<file path="src/rtl/hazard_scoreboard.sv">
// Decode-stage hazard unit: shifting scoreboard of in-flight register writes,
// MDU busy counter and CP0 (EPC/Status) write guard for ERET.
module hazard_scoreboard #(
    parameter int DEPTH       = 3,
    parameter int TW          = 3,
    parameter int MUL_CYCLES  = 5,
    parameter int DIV_CYCLES  = 10,
    parameter int GUARD_DEPTH = 2
) (
    input  logic          clk,
    input  logic          reset,
    input  logic          flush,
    input  logic          d_valid,
    input  logic [4:0]    d_rs,
    input  logic [4:0]    d_rt,
    input  logic [TW-1:0] d_tuse_rs,
    input  logic [TW-1:0] d_tuse_rt,
    input  logic [4:0]    d_dst,
    input  logic [TW-1:0] d_tnew,
    input  logic          d_md_start,
    input  logic          d_md_div,
    input  logic          d_md_access,
    input  logic          d_eret,
    input  logic          d_mtc0,
    input  logic [4:0]    d_cp0_addr,
    output logic          stall,
    output logic [3:0]    stall_cause,
    output logic          mdu_busy
);

    localparam int CW = $clog2(DIV_CYCLES + 1);

    logic          r_valid [DEPTH];
    logic [4:0]    r_dst   [DEPTH];
    logic [TW-1:0] r_tnew  [DEPTH];
    logic          r_guard [DEPTH];
    logic [CW-1:0] r_md_cnt;

    logic          w_rs_hit;
    logic          w_rt_hit;
    logic          w_guard_hit;
    logic          w_eret_hit;
    logic          w_mdu_hit;
    logic          w_accept;
    logic          w_d_guard;
    logic [TW-1:0] w_d_tnew;

    // Register hazards: a producer blocks D only while its result is later than the use.
    always_comb begin
        w_rs_hit    = 1'b0;
        w_rt_hit    = 1'b0;
        w_guard_hit = 1'b0;
        for (int k = 0; k < DEPTH; k++) begin
            if (r_valid[k] && (r_dst[k] != 5'd0)) begin
                if ((r_dst[k] == d_rs) && (d_tuse_rs < r_tnew[k]))
                    w_rs_hit = 1'b1;
                if ((r_dst[k] == d_rt) && (d_tuse_rt < r_tnew[k]))
                    w_rt_hit = 1'b1;
            end
        end
        for (int k = 0; k < GUARD_DEPTH; k++) begin
            if (r_valid[k] && r_guard[k])
                w_guard_hit = 1'b1;
        end
    end

    assign mdu_busy    = (r_md_cnt != '0);
    assign w_mdu_hit   = d_valid && d_md_access && mdu_busy;
    assign w_eret_hit  = d_valid && d_eret && w_guard_hit;
    assign stall_cause = {w_eret_hit, w_mdu_hit, w_rt_hit, w_rs_hit};
    assign stall       = |stall_cause;

    assign w_accept  = d_valid && !stall;
    assign w_d_guard = d_mtc0 && ((d_cp0_addr == 5'd12) || (d_cp0_addr == 5'd14));
    assign w_d_tnew  = (d_tnew == '0) ? '0 : d_tnew - TW'(1);

    always_ff @(posedge clk) begin
        if (reset) begin
            for (int k = 0; k < DEPTH; k++) begin
                r_valid[k] <= 1'b0;
                r_dst[k]   <= '0;
                r_tnew[k]  <= '0;
                r_guard[k] <= 1'b0;
            end
            r_md_cnt <= '0;
        end else begin
            for (int k = DEPTH - 1; k > 0; k--) begin
                r_valid[k] <= r_valid[k-1] && !flush;
                r_dst[k]   <= r_dst[k-1];
                r_tnew[k]  <= (r_tnew[k-1] == '0) ? '0 : r_tnew[k-1] - TW'(1);
                r_guard[k] <= r_guard[k-1];
            end
            // Entry 0 takes the accepted D instruction even during a flush.
            r_valid[0] <= w_accept;
            r_dst[0]   <= d_dst;
            r_tnew[0]  <= w_d_tnew;
            r_guard[0] <= w_d_guard;

            if (w_accept && d_md_start)
                r_md_cnt <= d_md_div ? CW'(DIV_CYCLES) : CW'(MUL_CYCLES);
            else if (r_md_cnt != '0)
                r_md_cnt <= r_md_cnt - CW'(1);
        end
    end

endmodule

</file>
<file path="config.mk">
export PLATFORM = sky130hd
export DESIGN_NAME = hazard_scoreboard
export DESIGN_NICKNAME = d
export VERILOG_FILES = /design/src/rtl/hazard_scoreboard.sv
export SDC_FILE = /design/constraint.sdc
export NUM_CORES = 1
export LEC_CHECK = 0
export ABC_CLOCK_PERIOD_IN_PS = 5240
export BUFFER_PORTS_ARGS = -buffer_cell sky130_fd_sc_hd__buf_4
export CELL_PAD_IN_SITES_DETAIL_PLACEMENT = 1
export CELL_PAD_IN_SITES_GLOBAL_PLACEMENT = 1
export CORE_ASPECT_RATIO = 1.1
export CORE_MARGIN = 2
export CORE_UTILIZATION = 43
export CTS_CLUSTER_SIZE = 10
export DETAILED_ROUTE_END_ITERATION = 6
export PLACE_DENSITY_LB_ADDON = 0.1
export SYNTH_ARGS = -nofsm -noshare
export SYNTH_HDL_FRONTEND = slang
export SYNTH_SLANG_ARGS = --single-unit
</file>
<file path="constraint.sdc">
create_clock -name clk -period 5.24 [get_ports clk]
set_input_delay 1.31 -clock clk [delete_from_list [all_inputs] [get_ports clk]]
set_output_delay 1.31 -clock clk [all_outputs]
set_load 0.01 [all_outputs]
</file>
Word-level counts from Yosys, hierarchy flattened
Memories as Yosys holds them, arrays and structs flattened. Index checks and enable logic that the tools add are counted.

Equality and inequality tests: 8. Div/mod/pow operators: 0. $mul: 0. Order comparisons: 6. $add $sub $neg: 4. Shift operators: 0. Bitwise operators: 12. Reductions and logical operators: 32. Mux-type cells: 35.

Operators by type and width (number): $eq A5 B5 Y1 (6); $mux W1 (23); $logic_and A1 B1 Y1 (20); $lt A3 B3 Y1 (6); $mux W3 (6); $mux W5 (3); $reduce_bool A5 Y1 (3); $mux W4 (3); $or A1 B1 Y1 (12); $eq A5 B4 Y1 const B (2); $logic_not A3 Y1 (3); $sub A3 B1 Y3 const B (3); $reduce_bool A4 Y1 (1); $reduce_or A4 Y1 (1); $sub A4 B1 Y4 const B (1); $logic_not A1 Y1 (2); $reduce_bool A2 Y1 (1); $logic_or A1 B1 Y1 (1).

Latch bits: 0. Logic and storage cells: 102. Output and inout bits: 6. Register bits: 4. Memories kept: 4. Bits in writable memories: 30. ROM bits: 0. Input bits: 38.

Memory list: r_dst (words 3, width 5, read ports 3, clocked after memory_dff 0, write ports 3, line 34) `logic [4:0] r_dst [DEPTH];`; r_tnew (words 3, width 3, read ports 3, clocked after memory_dff 0, write ports 3, line 35) `logic [TW-1:0] r_tnew [DEPTH];`; r_guard (words 3, width 1, read ports 2, clocked after memory_dff 0, write ports 3, line 36) `logic r_guard [DEPTH];`; r_valid (words 3, width 1, read ports 3, clocked after memory_dff 0, write ports 3, line 33) `logic r_valid [DEPTH];`.

Logic depth before layout (Yosys ltp)
Gate-level depths: netlist of the first run.

Word-level depth: 13. Depth in mapped cells: 8. Gate-level depth less buffers: 7.

Least setup slack after synthesis of the first run
Ideal clock, no wire load.

Path kind: input to output. Start point: input d_tuse_rs[1]. End point: output stall. Cell stages on the path: 5. Required time: 3930 ps. Path slack: 1545 ps. Path buffers: 0. Arrival time: 2385 ps. Cells stage by stage: ha_1 a21oi_1 o2111ai_1 nand3_2 or3_1.

Word-level cells in the longest chain between the ends: 9. Elaborated cells between the ends (all ways): 13. Classes of those cells: order compare: 3; mux: 6; reduce/logical: 4.

Ends and longest elaborated chain: start, declared (line 16) `input logic [TW-1:0] d_tuse_rs,`; $lt A3 B3 Y1 (line 55) `if ((r_dst[k] == d_rs) && (d_tuse_rs < r_tnew[k]))`; $logic_and A1 B1 Y1 (line 55); $mux W1 (line 55); $mux W1 (line 54) `if (r_valid[k] && (r_dst[k] != 5'd0)) begin`; $mux W1 (line 55); $mux W1 (line 54); $mux W1 (line 55); $mux W1 * (line 54); net w_rs_hit (line 39) `logic w_rs_hit;`; $reduce_or A4 Y1 * (line 71) `assign stall = |stall_cause;`; end, declared (line 26) `output logic stall,`.

The timed path passes the listed nets; every way through them passes the cells marked *.

Final worst setup path of the first run
Start point: input d_tuse_rt[1]. End point: output stall.

Word-level cells in the longest chain between the ends: 9. Elaborated cells between the ends (all ways): 13. Classes of those cells: order compare: 3; mux: 6; reduce/logical: 4.

Ends and longest elaborated chain: start, declared (line 17) `input logic [TW-1:0] d_tuse_rt,`; $lt A3 B3 Y1 (line 57) `if ((r_dst[k] == d_rt) && (d_tuse_rt < r_tnew[k]))`; $logic_and A1 B1 Y1 (line 57); $mux W1 (line 57); $mux W1 (line 54); $mux W1 (line 57); $mux W1 (line 54); $mux W1 (line 57); $mux W1 * (line 54); $reduce_or A4 Y1 * (line 71).

Mark *: on every way between the ends. The rest lies on a longest branch, timed or not.

==> impl_metrics.tcl, run 1 <==
set metrics [dict create \
    area_growth_pct 22.3 \
    slew_violations 0 \
    place_ws_ns 1.15 \
    synth_area_um2 1910 \
    p_switching_w 0.000226 \
    grt_usage_pct 20.0 \
    grt_pass1_vias 1670 \
    critical_path_class "in -> out" \
    syn_nets 265 \
    holdWs_ns 0.489 \
    status "finished clean" \
    crit_required_ns 3.93 \
    peakVddDrop_v 0.000210 \
    wl_um 4260 \
    cts_tree "done" \
    sw_frac_of_total_pct 32.1 \
    yosysTopAreaCellShare_pct 34.6 \
    critPathMaxFanout 3 \
    grt_max_degree 36 \
    dr_wl_met2_um 2060 \
    grt_overflow 0 \
    hold_path_class "reg -> reg" \
    period_needed_ns 4.09 \
    grt_pass1_wl_um 7360 \
    setup_viol 0 \
    first_iter_violations 29 \
    clock_latency_ns 0.29 \
    detail_route.wl_per_cell_um 14.1 \
    die_w_um 67.6 \
    maxCapViolCount 0 \
    cts_max_path_buffers 2 \
    avgSynthCellArea_um2 9.24 \
    drive_gt1_share_pct 21.4 \
    cp-start-kind "input port" \
    post_cts_buffers 0 \
    cts_resized 0 \
    min_from "r_tnew[0][0]$_SDFF_PP0_" \
    dpl.hpwl_um 3470 \
    tns_ns 0 \
    cts_sinks 33 \
    rsz0062_at_grt "no" \
    hold_violations 0 \
    yosysTopAreaCell "dfxtp_1" \
    combPwrFrac_pct 30.4 \
    synth_area_leaders "dfxtp_1, xor2_1, ha_1" \
    utilization_pct 54.5 \
    core_area_um2 4290 \
    yosysWarnings 0 \
    antenna_left 0 \
    layout_common_cells "buf_4, dfxtp_1, xor2_1, inv_1, ha_1" \
    die_area_um2 5000 \
    portBuffers 42 \
    synth_cell_types 27 \
    drcViolationCount 0 \
    final_common_cell "buf_4" \
    netlist_instances 207 \
    relSlewSlack_pct 74.9 \
    h-tree-depth 2 \
    grt_antenna_before_repair 0 \
    antenna_cells 0 \
    r2r-start "r_dst[0][6]$_SDFF_PP0_" \
    pwr-share-seq_pct 42.3 \
    fin_total_pwr_w 0.000703 \
    finalCritPeriodShare_pct 78.1 \
    ff2ff_path_depth 6 \
    ctsHoldBuffers 0 \
    place_congestion 0.823 \
    pwr-share-clk_pct 27.3 \
    fp.dieH_um 73.9 \
    internal-power_w 0.000477 \
    root_buffer "clkbuf_8" \
    m1WireLength_um 1940 \
    cts_inserted_buffers 5 \
    first_pass_iters 4 \
    routed.top_layer "met4" \
    cp.arrival_ns 2.78 \
    fmax_mhz 244 \
    regToRegEndpoint "r_md_cnt[2]$_SDFFE_PP0P_" \
    clk_pin_slew_ns 0.07 \
    ys_seq_elements 33 \
    avgViaCountPerCell 5.13 \
    wl_met3_um 190 \
    holdPathEnd "r_tnew[0][3]$_SDFF_PP0_" \
    skew_ns 0.00201 \
    final_nets 305 \
    crit_path_end_kind "output port" \
    ios 44 \
    dr_total_vias 1550 \
    ys_seq_area_share_pct 34.6 \
    p_leak_nw 1.10 \
    hold_depth 1 \
    num_rows 25 \
    setup_ws_ns 1.15 \
    rrSetupSlack_ns 2.94 \
    start_util_pct 44.6 \
    tightest_slew_ns 0.373 \
    power_density_nw_per_um2 301 \
]
==> through the flow <==
step,instances,instance area (um2)
floorplan,207,1910
global placement,294,2250
detailed placement,294,2250
CTS,302,2340
global route,302,2340
finish,302,2340
==> cell families after synthesis <==
kind of cell / count (synthesis) / share of synthesized area [%]
simple gates: 70 / 22.0
flops: 33 / 34.6
xor+xnor: 32 / 14.7
buf+inv: 29 / 6.48
fa+ha+maj: 20 / 13.1
compound gates: 19 / 6.87
mux: 4 / 2.36
==> cell usage after synthesis (all sizes together) <==
library cell  instances
or4                   3
nand3                 2
and2                  1
xor2                 30
or3                   2
buf                   4
nor3                 11
ha                   20
o21a                  3
inv                  20
nand4bb               1
a22oi                 1
a211oi                1
mux2                  4
o22ai                 1
clkbuf                5
nor2                 13
nor3b                 4
xnor2                 2
nor2b                17
nand2                 3
dfxtp                33
nand2b                6
a21oi                 7
o2111ai               6
nor4                  7
==> power by group through the flow <==
stage	sequential (W)	combinational, W	clock (W)
floorplan	0.000297	0.000149	0
global placement	0.000302	0.000207	0
detailed placement	0.000303	0.000217	0
CTS	0.000297	0.000218	0.000198
global route	0.000301	0.000246	0.000208
finish	0.000297	0.000214	0.000192
==> routing by layer <==
metal  vias up  GRT usage, %
li1        774             -
met4         0          8.16
met5         -             0
met3         7          4.54
met1       731          24.0
met2        38          34.2
==> flip-flops by register name, indices dropped and copies added (netlist names) <==
signal	cells
r_dst	15
r_tnew	9
r_md_cnt	4
r_valid	3
r_guard	2
==> area by class of cell <==
class | count | area [um2]
clock buffer | 5 | 68.8
clock inverter | 3 | 22.5
fill | 510 | 1950
inverter | 20 | 75.1
multi-input combinational | 145 | 1130
sequential | 33 | 661
tap | 54 | 67.6
timing repair buffer | 42 | 315
==> worst max-delay path: stages <==
cell	delay (ns)
buf_4	0.13
ha_1	0.27
a21oi_1	0.07
o2111ai_1	0.26
nand3_2	0.19
or3_1	0.41
buf_4	0.16
==> worst max-delay path by stage <==
| stage | startpoint | to | slack (ns) | cells after the start |
|---|---|---|---|---|
| after floorplan | d_tuse_rs[1] | stall | 1.55 | 5 |
| after global placement | d_tuse_rt[1] | stall | 1.18 | 7 |
| final | d_tuse_rt[1] | stall | 1.15 | 7 |
| after detailed placement | d_tuse_rt[1] | stall | 1.15 | 7 |
| after CTS | d_tuse_rt[1] | stall | 1.14 | 7 |
| after global routing | d_tuse_rs[1] | stall | 1.06 | 7 |
No activity file was read; power rests on OpenSTA's default activity.
==> run 2: changes to the inputs <==
- ABC_AREA: not set -> 1
- ABC_CLOCK_PERIOD_IN_PS: 5240 -> 3500
- CORE_UTILIZATION: 43 -> 35
- clock period: 5.24 -> 3.5 ns (I/O delays scaled with it)
==> run 2 against run 1 <==
  * Via count rose by 35%
  * Clock skew is 0.0016 ns higher
  * Synthesized cell count is 64% higher
  * Combinational power increased by 100%
  * Critical path depth up 3
  * Register-to-register slack worse by 1.3 ns
  * Total power grew 65%
  * Sequential power grew 47%
  * Final cell count is 53% higher
  * Critical path type unchanged
  * Critical endpoint unchanged
  * Largest cell class unchanged
  * Highest routed layer unchanged
==> impl_metrics.tcl, run 2 <==
set metrics [dict create \
    pwr-share-seq_pct 37.6 \
    synth_area_leaders "dfxtp_1, nand2_1, ha_1" \
    top_register "r_dst" \
    largest_register_ffs 15 \
    sw_frac_of_total_pct 34.7 \
    die_area_um2 6980 \
    rsz0062_at_grt "no" \
    hold_depth 2 \
    grt_pass1_vias 2272 \
    synth-edff-count 0 \
    start_util_pct 36.0 \
    skew_ns 0.00361 \
    dpl.hpwl_um 4820 \
    crit_required_ns 2.62 \
    area_growth_pct 21.0 \
    fp.dieH_um 87.4 \
    ys_seq_area_share_pct 29.8 \
    ys_seq_elements 33 \
    tightest_slew_ns 0.292 \
    ios 44 \
    filler_cell_count 840 \
    cts_max_path_buffers 2 \
    period_needed_ns 3.12 \
    core_area_um2 6160 \
    avgViaCountPerCell 4.52 \
    grt_pass1_wl_um 10000 \
    final_nets 441 \
    root_buffer "clkbuf_8" \
    syn_nets 398 \
    synth_area_um2 2210 \
    drcViolationCount 0 \
    cts_sinks 33 \
    crit_chain "buf_4 > ha_1 > nand2_1 > a21boi_0 > nor2_1 > nand2_1 > nand4_1 > nor2_4 > inv_1 > buf_4" \
    critical_path_class "in -> out" \
    muxShareOfSynthArea_pct 0 \
    drive_gt1_share_pct 21.7 \
    critical-path-max-stage-delay_ns 0.26 \
    synth-simple-area-share_pct 38.7 \
    relSlewSlack_pct 80.4 \
    synth-xor-area-share_pct 3.17 \
    synth_cell_types 28 \
    cts_inserted_buffers 5 \
    reg.largest.list "r_dst x15, r_tnew x9, r_md_cnt x4" \
    layout_common_cells "nand2_1, nor2_1, inv_1, buf_4, dfxtp_1" \
    clk_pin_slew_ns 0.07 \
    status "finished clean" \
    grt_max_degree 24 \
    h-tree-depth 2 \
    yosysMostFrequentCell "nand2_1" \
    yosysTopAreaCell "dfxtp_1" \
    cp-start-kind "input port" \
    ff2ff_path_depth 13 \
    p_switching_w 0.000402 \
    antenna_cells 0 \
    slew_violations 0 \
    peakVddDrop_v 0.000272 \
    crit_slowest_cell "ha_1" \
    yosys.area_share.adder_pct 11.3 \
    utilization_pct 43.5 \
    yosysTopAreaCellShare_pct 29.8 \
    cts_resized 0 \
    antenna_left 0 \
    hold_violations 0 \
    cp.arrival_ns 2.24 \
    num_rows 30 \
    maxCapViolCount 0 \
    portBuffers 42 \
    wl_um 5750 \
    synth_ff_type "dfxtp_1" \
    synth_compound_area_share_pct 3.62 \
    finalCritPeriodShare_pct 89.0 \
    tns_ns 0 \
    final_common_cell "nand2_1" \
    die_w_um 79.8 \
    grt_usage_pct 18.7 \
    netlist_instances 340 \
    cts_tree "done" \
    synthTopCellsByCount "nand2_1, nor2_1, inv_1" \
    grt_antenna_before_repair 0 \
    postSynth.asyncResetShare_pct 0 \
    combPwrFrac_pct 36.8 \
    first_pass_iters 4 \
    grt_overflow 0 \
    dr_total_vias 2092 \
    critPathMaxFanout 3 \
    detail_route.wl_per_cell_um 12.4 \
    place_congestion 0.801 \
    pwr-share-clk_pct 25.6 \
    crit_path_end_kind "output port" \
    yosysWarnings 0 \
    post_cts_buffers 0 \
    clock_latency_ns 0.29 \
    ctsHoldBuffers 0 \
    p_leak_nw 1.44 \
    synth_top_family_by_area "simple AND/OR/NAND/NOR gates" \
    hold_path_class "reg -> reg" \
    setup_viol 0 \
    avgSynthCellArea_um2 6.51 \
    internal-power_w 0.000758 \
    first_iter_violations 25 \
    fmax_mhz 321 \
    power_density_nw_per_um2 433 \
]
-- run 2: routing by layer --
layer	up-vias	wire length (um)	global-route usage (%)
met5	-	0	0
met3	12	185	3.63
met2	32	3040	34.6
met1	954	2400	21.0
li1	1094	-	-
met4	0	126	6.93
-- run 2: cell type report --
class | instances | area, um2 | area share, %
inverters | 69 | 259 | 9.67
clock buffers | 7 | 86.3 | 3.22
multi-input cells | 232 | 1260 | 46.9
repair buffers | 42 | 315 | 11.8
flip-flops and latches | 33 | 661 | 24.7
well taps | 80 | 100 | 3.74
-- run 2: final timing paths --
check	start	to	slack, ns
worst max-delay path	d_tuse_rs[1]	stall	0.38
worst max register to register	r_tnew[0][7]$_SDFF_PP0_	r_md_cnt[1]$_SDFFE_PP0P_	1.68
worst min-delay path	r_guard[0][0]$_SDFF_PP0_	r_guard[0][1]$_SDFF_PP0_	0.43
worst min register to register	r_guard[0][0]$_SDFF_PP0_	r_guard[0][1]$_SDFF_PP0_	0.43
-- run 2: logic make-up after synthesis --
group,Yosys count
compound gates,13
xor+xnor,8
fa+ha+maj,20
buf+inv,75
flops,33
simple gates,191
-- run 2: power by group through the flow --
stage	clock network (W)	registers (W)	logic, W
final	0.000297	0.000436	0.000427
after global routing	0.000324	0.000440	0.000492
after CTS	0.000310	0.000436	0.000438
after detailed placement	0	0.000445	0.000434
after global placement	0	0.000443	0.000418
after floorplan	0	0.000439	0.000303
-- run 2: worst max-delay path: cells and delay by family --
kind / cells / cell delay (ns)
AOI/OAI and AO/OA: 1 / 0.26
adders and majority gates: 1 / 0.26
and+or+nand+nor: 5 / 0.53
buffers and inverters: 3 / 0.31
-- run 2: per-stage QoR --
step	setup WS [ns]	instance area (um2)	cells	power [W]	hold slack [ns]
finish	0.384	2680	463	0.00116	0.428
global route	0.306	2680	463	0.00126	0.457
CTS	0.343	2680	463	0.00118	0.428
detailed placement	0.342	2590	456	0.000879	0.418
global placement	0.382	2590	456	0.000861	0.410
floorplan	0.831	2210	340	0.000743	0.403
==> run 3: changes to the inputs <==
- CORE_UTILIZATION: 35 -> 36
- CTS_BUF_LIST: not set -> sky130_fd_sc_hd__clkbuf_4
==> run 3 against run 2 <==
  * Setup slack improved by 0.040 ns
  * Core utilization up 1.8 points
  * Critical path type unchanged
  * Non-clock buffer count is the same
  * Die area fell by 2.6%
  * Critical path depth is the same
  * Maximum frequency rose by 1.3%
  * Global-route usage down 0.12 points
  * Clock power is 23% lower
  * Sequential cell count unchanged
  * Routed wire length fell by 1.8%
  * Clock skew grew 0.0060 ns
  * Sequential power is essentially flat
==> impl_metrics.tcl, run 3 (synthesized netlist as in run 2, its figures left out) <==
set metrics [dict create \
    critical-path-max-stage-delay_ns 0.27 \
    routed.top_layer "met4" \
    maxCapViolCount 0 \
    dr_total_vias 2080 \
    cts_inserted_buffers 5 \
    final_common_cell "nand2_1" \
    grt_usage_pct 18.5 \
    first_pass_iters 4 \
    grt_overflow 0 \
    cts_tree "done" \
    dr_wl_met2_um 3050 \
    core_area_um2 5840 \
    rsz0062_at_grt "no" \
    top_register "r_dst" \
    reg.largest.list "r_dst x15, r_tnew x9, r_md_cnt x4" \
    critPathTopFamily "simple AND/OR/NAND/NOR gates" \
    crit_required_ns 2.62 \
    tightest_slew_ns 0.260 \
    tns_ns 0 \
    first_iter_violations 69 \
    skew_ns 0.00960 \
    detail_route.wl_per_cell_um 12.2 \
    cp.arrival_ns 2.20 \
    critical_path_class "in -> out" \
    holdWs_ns 0.438 \
    portBuffers 42 \
    avgViaCountPerCell 4.51 \
    antenna_left 0 \
    cts_resized 0 \
    cp-start-kind "input port" \
    drive_gt1_share_pct 22.1 \
    finalCritPeriodShare_pct 87.9 \
    hold_path_class "reg -> reg" \
    layout_common_cells "nand2_1, nor2_1, inv_1, buf_4, dfxtp_1" \
    fp.dieH_um 86.2 \
    hold_violations 0 \
    post_cts_buffers 0 \
    fin_total_pwr_w 0.00109 \
    crit_slowest_cell "ha_1" \
    status "finished clean" \
    setup_viol 0 \
    final_nets 441 \
    p_leak_nw 1.44 \
    wl_um 5640 \
    num_rows 29 \
    grt_pass1_vias 2208 \
    grt_pass1_wl_um 9720 \
    antenna_cells 0 \
    die_w_um 78.8 \
    dpl.hpwl_um 4810 \
    peakVddDrop_v 0.000295 \
    critPathMaxFanout 3 \
    root_buffer "clkbuf_4" \
    h-tree-depth 2 \
    place_congestion 0.784 \
    critPathBufInv 3 \
    ios 44 \
    relSlewSlack_pct 82.7 \
    crit_path_end_kind "output port" \
    wl_met3_um 158 \
    die_area_um2 6790 \
    clock_latency_ns 0.33 \
    grt_antenna_before_repair 0 \
    drcViolationCount 0 \
    clk_pin_slew_ns 0.09 \
    area_growth_pct 19.6 \
    period_needed_ns 3.08 \
    start_util_pct 37.9 \
    cts_sinks 33 \
    cts_max_path_buffers 2 \
    fmax_mhz 325 \
    ctsHoldBuffers 0 \
    largest_register_ffs 15 \
    slew_violations 0 \
    m1WireLength_um 2390 \
    power_density_nw_per_um2 413 \
    grt_max_degree 24 \
    crit_chain "buf_4 > ha_1 > nand2_1 > a21boi_0 > nor2_1 > nand2_1 > nand4_1 > nor2_4 > inv_1 > buf_4" \
]
run 3: layout make-up:
class                   count  area (um2)
clock buffers               8        60.1
well taps                  77        96.3
multi-input cells         232        1260
fillers                   804        3190
inverters                  69         259
flip-flops and latches     33         661
repair buffers             42         315
run 3: tightest hold or removal path: cells and delay by family, from the launching register on:
kind / cells / cell delay, ns
flip-flops: 1 / 0.32
AND/OR/NAND/NOR: 1 / 0.03
buffers and inverters: 1 / 0.05
run 3: worst paths after layout:
path,slack (ns),startpoint,to,cells past startpoint
worst min register to register,0.44,r_guard[0][0]$_SDFF_PP0_,r_guard[0][1]$_SDFF_PP0_,2
worst max-delay path,0.42,d_tuse_rs[1],stall,10
worst min-delay path,0.44,r_guard[0][0]$_SDFF_PP0_,r_guard[0][1]$_SDFF_PP0_,2
worst max register to register,1.67,r_tnew[0][7]$_SDFF_PP0_,r_md_cnt[1]$_SDFFE_PP0P_,13
run 3: per-layer routing:
metal	GRT usage, %	vias to the layer above
met4	4.15	0
met3	3.54	5
met2	36.1	30
met5	0	-
met1	20.7	950
li1	-	1095
run 3: stage by stage:
| step | instances | area, um2 | util, % | setup slack (ns) |
|---|---|---|---|---|
| floorplan | 340 | 2210 | - | 0.831 |
| global placement | 453 | 2590 | 44.3 | 0.393 |
| detailed placement | 453 | 2590 | 44.3 | 0.385 |
| CTS | 461 | 2650 | 45.3 | 0.377 |
| global route | 461 | 2650 | 45.3 | 0.268 |
| finish | 461 | 2650 | 45.3 | 0.424 |
run 3: where the power goes:
| part | internal (W) | switching (W) | total [W] |
|---|---|---|---|
| registers | 0.000415 | 0.0000200 | 0.000435 |
| logic | 0.000185 | 0.000243 | 0.000428 |
| clock network | 0.000103 | 0.000126 | 0.000229 |
| total | 0.000703 | 0.000389 | 0.00109 |
